<file path="src/rtl/uart_pkg.sv">
// Shared definitions for the UART receive path: FSM encoding, baud divider
// computation and the 3-sample majority vote.
package uart_pkg;

  typedef enum logic [2:0] {
    IDLE,
    START,
    DATA,
    STOP,
    BREAK
  } rx_state_t;

  // Clocks per oversampling tick; never below one so the divider always runs.
  function automatic int unsigned calc_div(input int unsigned clock_hz,
                                           input int unsigned baud,
                                           input int unsigned oversampling);
    int unsigned d;
    d = clock_hz / (baud * oversampling);
    return (d == 0) ? 1 : d;
  endfunction

  // Two-of-three vote used to reject single-sample line noise.
  function automatic logic majority3(input logic a, input logic b, input logic c);
    return (a & b) | (a & c) | (b & c);
  endfunction

endpackage

</file>
<file path="src/rtl/uart_rx_tick_gen.sv">
// Oversampling tick generator: one-cycle tick every DIV clocks, with a
// synchronous clear so the sample phase can be realigned to a start edge.
module uart_rx_tick_gen #(
  parameter int unsigned DIV = 1
) (
  input  logic clock,
  input  logic nreset,
  input  logic clear,
  output logic tick
);

  localparam int unsigned CW = (DIV > 1) ? $clog2(DIV) : 1;

  logic [CW-1:0] cnt;

  // Divider counter; restarts on clear or after reaching DIV-1.
  always_ff @(posedge clock or negedge nreset) begin
    if (!nreset) begin
      cnt <= '0;
    end else if (clear || (cnt == CW'(DIV - 1))) begin
      cnt <= '0;
    end else begin
      cnt <= cnt + CW'(1);
    end
  end

  assign tick = !clear && (cnt == CW'(DIV - 1));

endmodule

</file>
<file path="src/rtl/uart_rx.sv">
// UART receiver: 2-flop line synchronizer, oversampled start/data/stop FSM
// with majority-vote bit decisions, and a valid/ready output holding register.
module uart_rx
  import uart_pkg::*;
#(
  parameter int unsigned BYTESIZES    = 8,
  parameter int unsigned OVERSAMPLING = 16,
  parameter int unsigned BAUDRATE     = 115200,
  parameter int unsigned CLOCK_INPUT  = 50_000_000
) (
  input  logic                 clock,
  input  logic                 nreset,
  input  logic                 sdata_rx_in,
  input  logic                 ready_rx_in,
  output logic [BYTESIZES-1:0] data_rx_out,
  output logic                 valid_rx_out,
  output logic                 frame_error_out,
  output logic                 overrun_error_out,
  output logic                 busy_rx_out
);

  localparam int unsigned DIV = calc_div(CLOCK_INPUT, BAUDRATE, OVERSAMPLING);
  localparam int unsigned C   = OVERSAMPLING / 2;
  localparam int unsigned SW  = $clog2(OVERSAMPLING);
  localparam int unsigned BW  = (BYTESIZES > 1) ? $clog2(BYTESIZES) : 1;

  logic                 sync_meta;
  logic                 rx_s;
  logic                 rx_prev;
  rx_state_t            state;
  logic [SW-1:0]        scnt;
  logic [BW-1:0]        bit_idx;
  logic [BYTESIZES-1:0] shreg;
  logic                 samp_a;
  logic                 samp_b;
  logic                 tick;
  logic                 start_edge;
  logic                 at_dec;
  logic                 at_wrap;
  logic                 bit_val;

  // Line synchronizer plus one delayed copy for falling-edge detection.
  always_ff @(posedge clock or negedge nreset) begin
    if (!nreset) begin
      sync_meta <= 1'b1;
      rx_s      <= 1'b1;
      rx_prev   <= 1'b1;
    end else begin
      sync_meta <= sdata_rx_in;
      rx_s      <= sync_meta;
      rx_prev   <= rx_s;
    end
  end

  assign start_edge = (state == IDLE) && rx_prev && !rx_s;
  assign at_dec     = tick && (scnt == SW'(C + 1));
  assign at_wrap    = tick && (scnt == SW'(OVERSAMPLING - 1));
  assign bit_val    = majority3(samp_a, samp_b, rx_s);

  uart_rx_tick_gen #(
    .DIV(DIV)
  ) u_tick_gen (
    .clock (clock),
    .nreset(nreset),
    .clear (start_edge),
    .tick  (tick)
  );

  // Frame FSM with registered outputs and the valid/ready holding register.
  always_ff @(posedge clock or negedge nreset) begin
    if (!nreset) begin
      state             <= IDLE;
      scnt              <= '0;
      bit_idx           <= '0;
      shreg             <= '0;
      samp_a            <= 1'b1;
      samp_b            <= 1'b1;
      data_rx_out       <= '0;
      valid_rx_out      <= 1'b0;
      frame_error_out   <= 1'b0;
      overrun_error_out <= 1'b0;
      busy_rx_out       <= 1'b0;
    end else begin
      frame_error_out   <= 1'b0;
      overrun_error_out <= 1'b0;
      if (valid_rx_out && ready_rx_in) begin
        valid_rx_out <= 1'b0;
      end

      if (tick && (state == START || state == DATA || state == STOP)) begin
        scnt <= at_wrap ? '0 : scnt + SW'(1);
        if (scnt == SW'(C - 1)) samp_a <= rx_s;
        if (scnt == SW'(C))     samp_b <= rx_s;
      end

      // Wrap handling precedes the decision so that, when both land on the
      // same tick (small OVERSAMPLING), a false start still wins.
      case (state)
        IDLE: begin
          if (start_edge) begin
            state       <= START;
            scnt        <= '0;
            bit_idx     <= '0;
            busy_rx_out <= 1'b1;
          end
        end
        START: begin
          if (at_wrap) state <= DATA;
          if (at_dec && bit_val) begin
            state       <= IDLE;
            busy_rx_out <= 1'b0;
          end
        end
        DATA: begin
          if (at_wrap) begin
            if (bit_idx == BW'(BYTESIZES - 1)) begin
              state <= STOP;
            end else begin
              bit_idx <= bit_idx + BW'(1);
            end
          end
          if (at_dec) begin
            shreg <= (shreg >> 1) | (BYTESIZES'(bit_val) << (BYTESIZES - 1));
          end
        end
        STOP: begin
          if (at_dec) begin
            if (bit_val) begin
              state       <= IDLE;
              busy_rx_out <= 1'b0;
              if (!valid_rx_out || ready_rx_in) begin
                data_rx_out  <= shreg;
                valid_rx_out <= 1'b1;
              end else begin
                overrun_error_out <= 1'b1;
              end
            end else begin
              frame_error_out <= 1'b1;
              state           <= BREAK;
            end
          end
        end
        BREAK: begin
          if (rx_s) begin
            state       <= IDLE;
            busy_rx_out <= 1'b0;
          end
        end
        default: begin
          state       <= IDLE;
          busy_rx_out <= 1'b0;
        end
      endcase
    end
  end

endmodule

</file>
<file path="config.mk">
export PLATFORM = sky130hd
export DESIGN_NAME = uart_rx
export DESIGN_NICKNAME = d
export VERILOG_FILES = /design/src/rtl/uart_pkg.sv /design/src/rtl/uart_rx_tick_gen.sv /design/src/rtl/uart_rx.sv
export SDC_FILE = /design/constraint.sdc
export NUM_CORES = 1
export LEC_CHECK = 0
export ABC_AREA = 1
export CAP_MARGIN = 20
export CORE_ASPECT_RATIO = 0.9
export CORE_MARGIN = 2
export CORE_UTILIZATION = 59
export CTS_BUF_LIST = sky130_fd_sc_hd__clkbuf_4
export DETAILED_ROUTE_END_ITERATION = 8
export GPL_ROUTABILITY_DRIVEN = 0
export GPL_TIMING_DRIVEN = 0
export PLACE_DENSITY = 0.77
export SYNTH_ARGS = -nofsm -noshare
export SYNTH_HDL_FRONTEND = slang
export SYNTH_SLANG_ARGS = --single-unit
</file>
<file path="constraint.sdc">
create_clock -name clock -period 2.1 [get_ports clock]
set_clock_uncertainty 0.2 [all_clocks]
set_input_delay 0.42 -clock clock [delete_from_list [all_inputs] [get_ports clock]]
set_output_delay 0.42 -clock clock [all_outputs]
set_load 0.01 [all_outputs]
</file>
---- Word level (Yosys, flattened, before mapping) ----
Index checks and enable logic that the tools add are counted.
cells by class
  add/subtract/negate cells ............... 3
  eq/ne operators ......................... 19
  bitwise logic cells ..................... 7
  reductions and logical operators ........ 24
  muxes and demuxes ....................... 36
operator list
  operator               number
  $mux W3                11
  $mux W1                17
  $mux W4                4
  $pmux W3 S5            1
  $eq A4 B4 Y1 const B   3
  $reduce_and A6 Y1      2
  $ne A2 B2 Y1 const B   5
  $logic_and A1 B1 Y1    8
  $or A7 B8 Y8           1
  $reduce_and A4 Y1      2
  $eq A3 B2 Y1 const B   2
  $eq A3 B3 Y1 const B   2
  $ne A2 B1 Y1 const B   3
  $pmux W3 S2            1
  $reduce_and A2 Y1      3
  $add A5 B1 Y5 const B  1
  $eq A5 B5 Y1 const B   1
  $mux W5                1
  $pmux W1 S5            1
  $add A4 B1 Y4 const B  1
  $eq A4 B3 Y1 const B   1
  $logic_or A1 B1 Y1     4
  $add A3 B1 Y3 const B  1
  $and A1 B1 Y1          3
  7 further kinds        10
word-level totals
  logic and storage cells ................. 104
  register bits after elaboration ......... 40
  output and inout bits ................... 12
  input port bits ......................... 4

---- Longest topological paths before layout ----
Gate-level depths: netlist (run 1).
  depth after elaboration ................. 10
  mapped depth ............................ 11

---- Cells and area by module ----
A second synthesis (run 1) with hierarchy kept.
second synthesis, totals
  cells, all modules ...................... 227
  area total of the unflattened synthesis .. 1,935.6 µm²
by module, submodules not included
  module            area each (µm²)  cells an instance  instances
  uart_rx           1,675.4          196                1
  uart_rx_tick_gen  260.2            31                 1

---- Least setup slack after synthesis (run 1) ----
No wires, ideal clock.
  path type ............................... register to register
  start ................................... register u_tick_gen.cnt[0]
  end ..................................... register data_rx_out[4]
  required time ........................... 1.783 ns
  path slack .............................. 0.371 ns
  data arrival time ....................... 1.412 ns
  setup time .............................. 0.117 ns
  cell stages (with the launch flop) ...... 11
  path buffers ............................ 1
  cell sequence ........................... dfrtp_1 -> inv_1 -> ha_1 -> nand2_1 -> nor2_4 -> nand4_4 -> nor2_4 -> nand2_4 -> buf_6 -> nand2_2 -> o21ai_2
between the ends
  cells in the longest elaborated chain, start to end .. 4
RTL lines
  item                         RTL line                source
  from (decl)                  uart_rx_tick_gen.sv:14  logic [CW-1:0] cnt;
  from (signal assigned)       uart_rx_tick_gen.sv:23  cnt <= cnt + CW'(1);
  $eq A5 B5 Y1                 uart_rx_tick_gen.sv:27  assign tick = !clear && (cnt == CW'(DIV - 1));
  $logic_and A1 B1 Y1          uart_rx_tick_gen.sv:27
  $logic_and A1 B1 Y1          uart_rx.sv:56           assign at_dec = tick && (scnt == SW'(C + 1));
  $reduce_and A4 Y1 (no line)  -
  to (signal assigned)         uart_rx.sv:132          data_rx_out <= shreg;
  to (decl)                    uart_rx.sv:15           output logic [BYTESIZES-1:0] data_rx_out,
No other way between the ends.
A chain may end at the register's enable or synchronous reset.

---- Final worst setup path (run 1) ----
  start ................................... register data_rx_out[4]
  end ..................................... output port data_rx_out[4]
No word-level cell between the ends.

==> impl.org, run 1 <==
** Status
- The run finished with clean final reports.

** Synthesis
- Yosys printed 0 warnings.
- Number of instances in the synthesized netlist :: 205
- Average cell area after synthesis :: between 9 and 10 sq um
- Register area share after synthesis :: 53.2%
- The mapped netlist covers about 1900 sq um.
- The synthesized netlist contains 28 unique library cells.
- Number of storage elements in the synthesis netlist :: 40
- Synthesis produced a netlist with a net count of 216.
- Yosys top cell area share :: 46.3%
- Of all cell types, the one taking the most synthesized area is dfrtp_1.
- Main area contributors after synthesis :: dfrtp_1 46%, nand2_1 11%, dfstp_2 6.9%

** Final layout
- The library cells used most frequently in the layout, excluding fill and tap cells, are 56 x nand2_1, 35 x dfrtp_1, 23 x inv_1.
- 0 antenna diodes ended up in the layout.
- The final layout contains ~240 nets.
- Area of the multi-input gates :: slightly below 800 sq um
- Sequential cell area :: just over 1000 sq um
- Commonest non-fill, non-tap cell in the layout :: nand2_1
- The area growth from synthesis to layout is 15.7%.
- Layout cell share with drive strength beyond 1 :: roughly 17%
- Filler Cells Inserted :: 236
- Final cell utilization of the core :: around 71%

** Drt
- The count of nets left with antenna violations once routing finished came out at 0.
- Vias per Instance :: 5.07
- After detailed routing, the total wire length is approximately 3400 um.
- The routed layout has 1,374 vias.
- Detailed Routing Iterations Pass 1 :: 4
- After detailed routing, the average wire length per cell comes to 12.5 um.
- Detailed Route Iter0 Violations :: 112
- For this run, design rule violations remaining after detail routing come to 0.

** Floorplan
- 16 I/O pins were placed.
- Core ar. :: between 3000 and 4000 sq um
- Effective utilization at floorplan :: 61.7%
- After floorplanning, the core was divided into 19 placement rows.
- The floorplan step set the die width to 63.7 um.
- In this run the vertical extent of the chip is slightly below 60 um.
- The die covers roughly 3700 sq um.

** Timing
- Worst-Margin Slew :: approximately 0.85 ns
- Setup violations remaining at the end of the flow were counted as 0.
- Final critical delay including setup and external delays :: approximately 1.9 ns
- Headroom to the max-slew limit came out at around 43%.
- Number of hold-slack violations in the final timing report :: 0
- The count of final max-slew check failures is 0.
- Setup repair after global routing left no endpoint under its margin.
- Period utilization :: between 90 and 100%
- Based on the critical path, the design can be clocked at up to approximately 0.52 GHz.
- The tightest hold path in the finished design has a slack of 0.169 ns.

** Power
- Per report_power, the clock group accounts for between 20% and 30% of the total.
- Cell internal power was estimated by the tool at between 1000 and 1500 uW.
- Switching Share :: about 36%
- Overall Power :: between 2000 and 2500 uW
- Max VDD drop :: between 0.7 and 0.8 mV
- Sequential share of power :: 46.8%
- Fraction of power consumed by combinational cells :: between 20 and 30%
- Dividing total power by cell area gives a power density of just under 1000 nW/um^2.
- Leakage component of the power :: 0.00105 uW
- Net load switching power :: approximately 760 uW

** Global routing
- Pin count of the biggest net entering global routing :: 41
- Tot GR Track Use :: between 20% and 30%
- The via count of the first global-routing pass is roughly 1,400.
- Number of antenna violations at the first check in global routing :: 0
- For this run the aggregate overflow at the end of global routing stands at 0.
- The first global-routing pass estimated 5880 um of wire.

** Clock tree
- In this run the post-CTS setup repair buffer count came out at 0.
- After clock tree synthesis, the clock-pin slew on the worst setup and hold paths is around 0.14 ns.
- The H-tree was split into 2 levels.
- Total CTS buffers :: 5
- No sink is reached through more buffers than the 2 on the longest clock path.
- Clock tree synthesis found a total of 40 sinks.
- TritonCTS built the clock tree.
- The clock reaches the later pin of the worst-skew pair after roughly 0.37 ns.
- The cell sitting at the root of the clock tree is a clkbuf_4.

** Flow run
- Max_cap viols :: 0

** Worst setup path
- Data on the critical path is required at its endpoint by about 1.5 ns.
- Cells on worst reg2reg path :: 10
- Cell family with most CP delay :: buffers and inverters
- Critical path cell sequence :: clkdlybuf4s50_1
- Worst-path cell with the longest stage delay :: clkdlybuf4s50_1
- R2R Path End :: data_rx_out[7]$_DFFE_PN0P_
- Sort of element at the start of the critical path :: flip-flop
- The largest single stage delay on the critical path is approximately 0.55 ns.
- In this run the worst path has a maximum fanout of 2.
- Worst Path Buf+Inv :: 1
- Data arrives at the worst endpoint at approximately 1.3 ns.
- CP Capture Type :: output port
- By startpoint and endpoint, the worst setup path is classified as reg -> out.
- In this run the critical register-to-register path is launched from scnt[1]$_DFF_PN0_.
- The worst register-to-register path has a setup slack of 0.18 ns.

** Hold path
- The path class of the tightest hold or removal check is reg -> reg.
- Along the worst hold path, the cell count comes to 0.
- Min-Delay Startpoint :: sync_meta$_DFF_PN1_
- The path with the worst hold slack has its endpoint at rx_s$_DFF_PN1_.

** Placed design
- Buffers on Ports :: 15
- The wire-length estimate of the detail-placed layout is about 2400 um.
-- metal layers --
metal	GRT usage, %	wire (um)	up-vias
li1	-	-	701
met1	24.1	1550	648
met2	35.9	1660	23
met3	8.93	141	2
met4	9.63	31	0
met5	0	0	-
-- cells by family after synthesis --
family,Yosys count,synth area share (%)
AO/OA/AOI/OAI,24,8.13
buffers and inverters,27,5.82
XOR/XNOR,4,1.85
AND/OR/NAND/NOR,103,26.4
flip-flops,40,53.2
adder cells (fa/ha/maj),7,4.63
-- cell usage after synthesis --
cell type,instances
nand2_1,56
dfrtp_1,35
inv_1,23
nor2_1,16
nand3_1,15
o21ai_0,11
ha_1,7
o21ai_2,7
dfstp_2,5
nor2_4,3
xor2_1,3
a211oi_1,2
inv_2,2
nand2_2,2
nand4_1,2
nor2_2,2
nor3_1,2
o21ai_1,2
a21oi_1,1
buf_2,1
buf_6,1
nand2_4,1
nand3_2,1
nand3_4,1
nand4_2,1
nand4_4,1
o211ai_1,1
xnor2_1,1
-- cell type report --
| type | count | share of cell area [%] |
|---|---|---|
| tap | 42 | 2.40 |
| clock buffer | 5 | 1.71 |
| timing repair buffer | 16 | 7.08 |
| inverter | 25 | 4.28 |
| sequential | 40 | 46.0 |
| multi-input combinational | 138 | 35.6 |
| clock inverter | 3 | 2.17 |
| buffer | 2 | 0.742 |
-- worst max-delay path by stage --
stage | startpoint | end | slack [ns] | cells past startpoint
2_1_floorplan | u_tick_gen.cnt[0]$_DFF_PN0_ | data_rx_out[4]$_DFFE_PN0P_ | 0.37 | 10
3_3_place_gp | nreset | data_rx_out[4]$_DFFE_PN0P_ | -0.50 | 1
3_5_place_dp | u_tick_gen.cnt[0]$_DFF_PN0_ | bit_idx[0]$_DFFE_PN0P_ | 0.18 | 9
4_1_cts | data_rx_out[4]$_DFFE_PN0P_ | data_rx_out[4] | 0.15 | 1
5_1_grt | scnt[1]$_DFF_PN0_ | data_rx_out[7]$_DFFE_PN0P_ | 0.05 | 10
6_report | data_rx_out[4]$_DFFE_PN0P_ | data_rx_out[4] | 0.17 | 1
-- per-stage QoR --
step,TNS [ns],setup slack [ns],instances,instance area [sq um]
after CTS,0,0.155,271,2190
after floorplan,0,0.371,205,1890
after detailed placement,0,0.176,262,2090
after global placement,-18.22,-0.503,262,2100
final,0,0.168,271,2190
after global routing,0,0.0507,271,2190
-- timing repair --
item,4_1_cts,5_1_grt
resized for setup,0,1
hold buffers,1,0
hold endpoints to repair,35,0
setup endpoints to repair,0,3
-- power by group through the flow --
| stage | registers [uW] | clock network, uW | logic, uW |
|---|---|---|---|
| final | 988 | 528 | 592 |
| after global routing | 1000 | 579 | 676 |
| after detailed placement | 998 | 0 | 585 |
| after global placement | 991 | 0 | 546 |
| after floorplan | 981 | 0 | 453 |
| after CTS | 987 | 538 | 593 |
-- sequential cells by signal (all words and copies together), names as in the netlist, 3 cells and up --
register / cells
data_rx_out: 8
shreg: 8
u_tick_gen.cnt: 5
scnt: 4
bit_idx: 3
state: 3
(Power assumes the default switching activity.)
==> run 2: changes to the inputs <==
Settings changed: CORE_UTILIZATION 59 to 40, PLACE_DENSITY 0.77 to 0.55.
==> impl.org, run 2 (same netlist as run 1, synthesis figures left out) <==
** Status
- Status :: finished with violations
- The final reports fail on negative hold slack.

** Power
- The leakage power total is 0.00104 uW (-1.6%).
- Max VDD drop :: 0.527 mV (-34%)
- Overall Power :: 1920 uW (-9.0%)
- Power Density :: 883 nW/um^2 (-8.3%)

** Drt
- Final ANT Viol Nets :: 0 (unchanged)
- The final routed wirelength across all metal layers is 3190 um (-5.5%).
- The average wire per cell in the routed design was 11.0 um (-12%).
- Total DRC errors in the routed layout :: 0 (unchanged)
- Detailed Routing Iterations Pass 1 :: 4 (unchanged)
- The number of DRC markers in iteration 0 was 121 (+8.0%).
- The via total after detailed routing came to 1,366 (-0.58%).
- Vias per Instance :: 4.71 (-7.1%)

** Floorplan
- The count of standard-cell rows is 23 (+4).
- The starting density of the core was 42.2% (-20 points).
- Area of the die :: 5300 sq um (+44%)
- Top-level port count :: 16 (unchanged)
- Die boundary width :: 76.5 um (+20%)
- The height of the die was 69.3 um (+20%).
- The core outline area is 4490 sq um (+46%).

** Timing
- Final critical delay including setup and external delays :: 1.91 ns (-0.0167 ns)
- The maximum frequency from static timing analysis was 0.522 GHz (+0.87%).
- Hold slack :: -0.00793 ns (-0.177 ns)
- The number of failing hold endpoints at the final stage came to 7 (+7).
- Setup repair after global routing left no endpoint under its margin.
- The relative slew slack was 42.2% (-0.96 points).
- Worst-Margin Slew :: 0.866 ns (+0.0143 ns)
- Number of slew-limit violations in the final report :: 0 (unchanged)
- Setup violation total in the final timing report :: 0 (unchanged)
- Period utilization :: 91.2% (-0.80 points)

** Clock tree
- Number of sinks driven by the clock tree :: 40 (unchanged)
- Htree depth :: 2 (unchanged)
- Total CTS buffers :: 5 (unchanged)
- The maximum root-to-sink buffer count is 2 (unchanged).
- Clock tree synthesis selected as its root buffer the cell clkbuf_4.
- TritonCTS clock tree :: yes
- The clock latency at the later pin of the worst-skew pair came to 0.33 ns (-0.04 ns).
- The clock slew at the register clock pins of the worst setup and hold paths is 0.11 ns (-0.03 ns).
- Post-CTS Repair Setup Buffers :: 0 (unchanged)

** Worst setup path
- CP Capture Type :: flip-flop
- The largest driver fanout on the critical path was 10 (+8).
- Worst path required time :: 2.13 ns (+0.65 ns)
- Critical setup path kind :: reg -> reg
- Sort of element at the start of the critical path :: flip-flop
- Arr. time, crit path :: 1.94 ns (+0.63 ns)

** Final layout
- Filler Cells Inserted :: 437 (+85%)
- In the layout the commonest cells are 56 x nand2_1, 35 x dfrtp_1, 23 x inv_1.
- Layout cell share with drive strength beyond 1 :: 16.2% (-0.37 points)
- Sequential cell area :: 1010 sq um (unchanged)
- The combined area of the multi-input logic cells was 781 sq um (unchanged).
- Compared with the post-synthesis result, the final layout area differs by 14.7%.
- In the final layout, the registers with the most flip-flops are data_rx_out: 8 flops, shreg: 8 flops, u_tick_gen.cnt: 5 flops.
- The count of inserted antenna diode cells is 0 (unchanged).
- Leaving out fill and tap cells, the most frequent cell in the layout is nand2_1.
- The total number of nets in the final design was 238 (-0.42%).
- Total non-filler cell area in the finished layout :: 2170 sq um (-0.86%)

** Global routing
- Pin count of the biggest net entering global routing :: 41 (unchanged)
- The via count of the first global-routing pass is 1,295 (-5.9%).
- The number of antenna violations at the first check in global routing was 0 (unchanged).
- First-pass GRT wire length :: 5700 um (-3.0%)
- GRT overflow :: 0 (unchanged)
- Tot GR Track Use :: 13.4% (-8.0 points)

** Placed design
- Buffers on Ports :: 15 (unchanged)
- The estimated wirelength of the detail-placed design came to 2450 um (+1.9%).
- Post-place instance area :: 2120 sq um (+1.2%)

** Flow run
- Max_cap viols :: 0 (unchanged)

** Hold path
- The tightest min-delay check is of the in -> async type.
run 2: report_power, final:
part	internal (uW)	total, uW	switching (uW)
Sequential	880	987	106
Combinational	213	578	364
Clock	123	353	230
run 2: final timing paths:
path	startpoint	to	slack, ns	cells past startpoint
min in group clock	sync_meta$_DFF_PN1_	rx_s$_DFF_PN1_	0.17	0
worst min register to register	sync_meta$_DFF_PN1_	rx_s$_DFF_PN1_	0.17	0
worst max-delay path	u_tick_gen.cnt[0]$_DFF_PN0_	data_rx_out[0]$_DFFE_PN0P_	0.19	10
max in group asynchronous	nreset	shreg[5]$_DFFE_PN0P_	1.16	1
worst min-delay path	nreset	state[1]$_DFFE_PN0P_	-0.008	1
worst max register to register	u_tick_gen.cnt[0]$_DFF_PN0_	data_rx_out[0]$_DFFE_PN0P_	0.19	10
run 2: stage by stage:
step | utilization (%) | TNS (ns) | hold slack [ns] | worst slack, ns | std cells
3_3_place_gp | 47.2 | -20.03 | 0.151 | -0.550 | 282
5_1_grt | 48.4 | 0 | 0.0410 | 0.0274 | 290
3_5_place_dp | 47.1 | 0 | 0.154 | 0.192 | 282
6_report | 48.4 | 0 | -0.00793 | 0.185 | 290
2_1_floorplan | - | 0 | -0.0756 | 0.371 | 205
4_1_cts | 48.3 | 0 | 0.0168 | 0.169 | 290
run 2: layout make-up:
class	count	share of cell area (%)
clock inverters	3	0.634
plain buffers	2	0.749
repair buffers	15	6.68
inverters	25	4.32
flip-flops and latches	40	46.4
clock buffers	5	1.73
well taps	62	3.57
multi-input cells	138	35.9
run 2: metal layers:
metal / global-route usage, % / part of all wire (%) / vias up
met3: 3.78 / 3.8 / 2
met5: 0 / 0 / -
li1: - / - / 702
met4: 5.05 / 0.66 / 0
met2: 20.5 / 46 / 23
met1: 18.1 / 50 / 639
run 2: what timing repair did:
action,in CTS,in global routing
endpoints found under the setup margin,0,4
resized for setup,0,1
hold buffers,0,0
run 2: worst max-delay path, cell delays in order, from the launching register on:
cell	delay, ns
dfrtp_1	0.43
inv_1	0.07
ha_1	0.14
nand2_1	0.09
nor2_4	0.22
nand4_4	0.15
nor2_4	0.16
nand2_4	0.09
buf_6	0.16
nand2_1	0.06
nand2_1	0.04
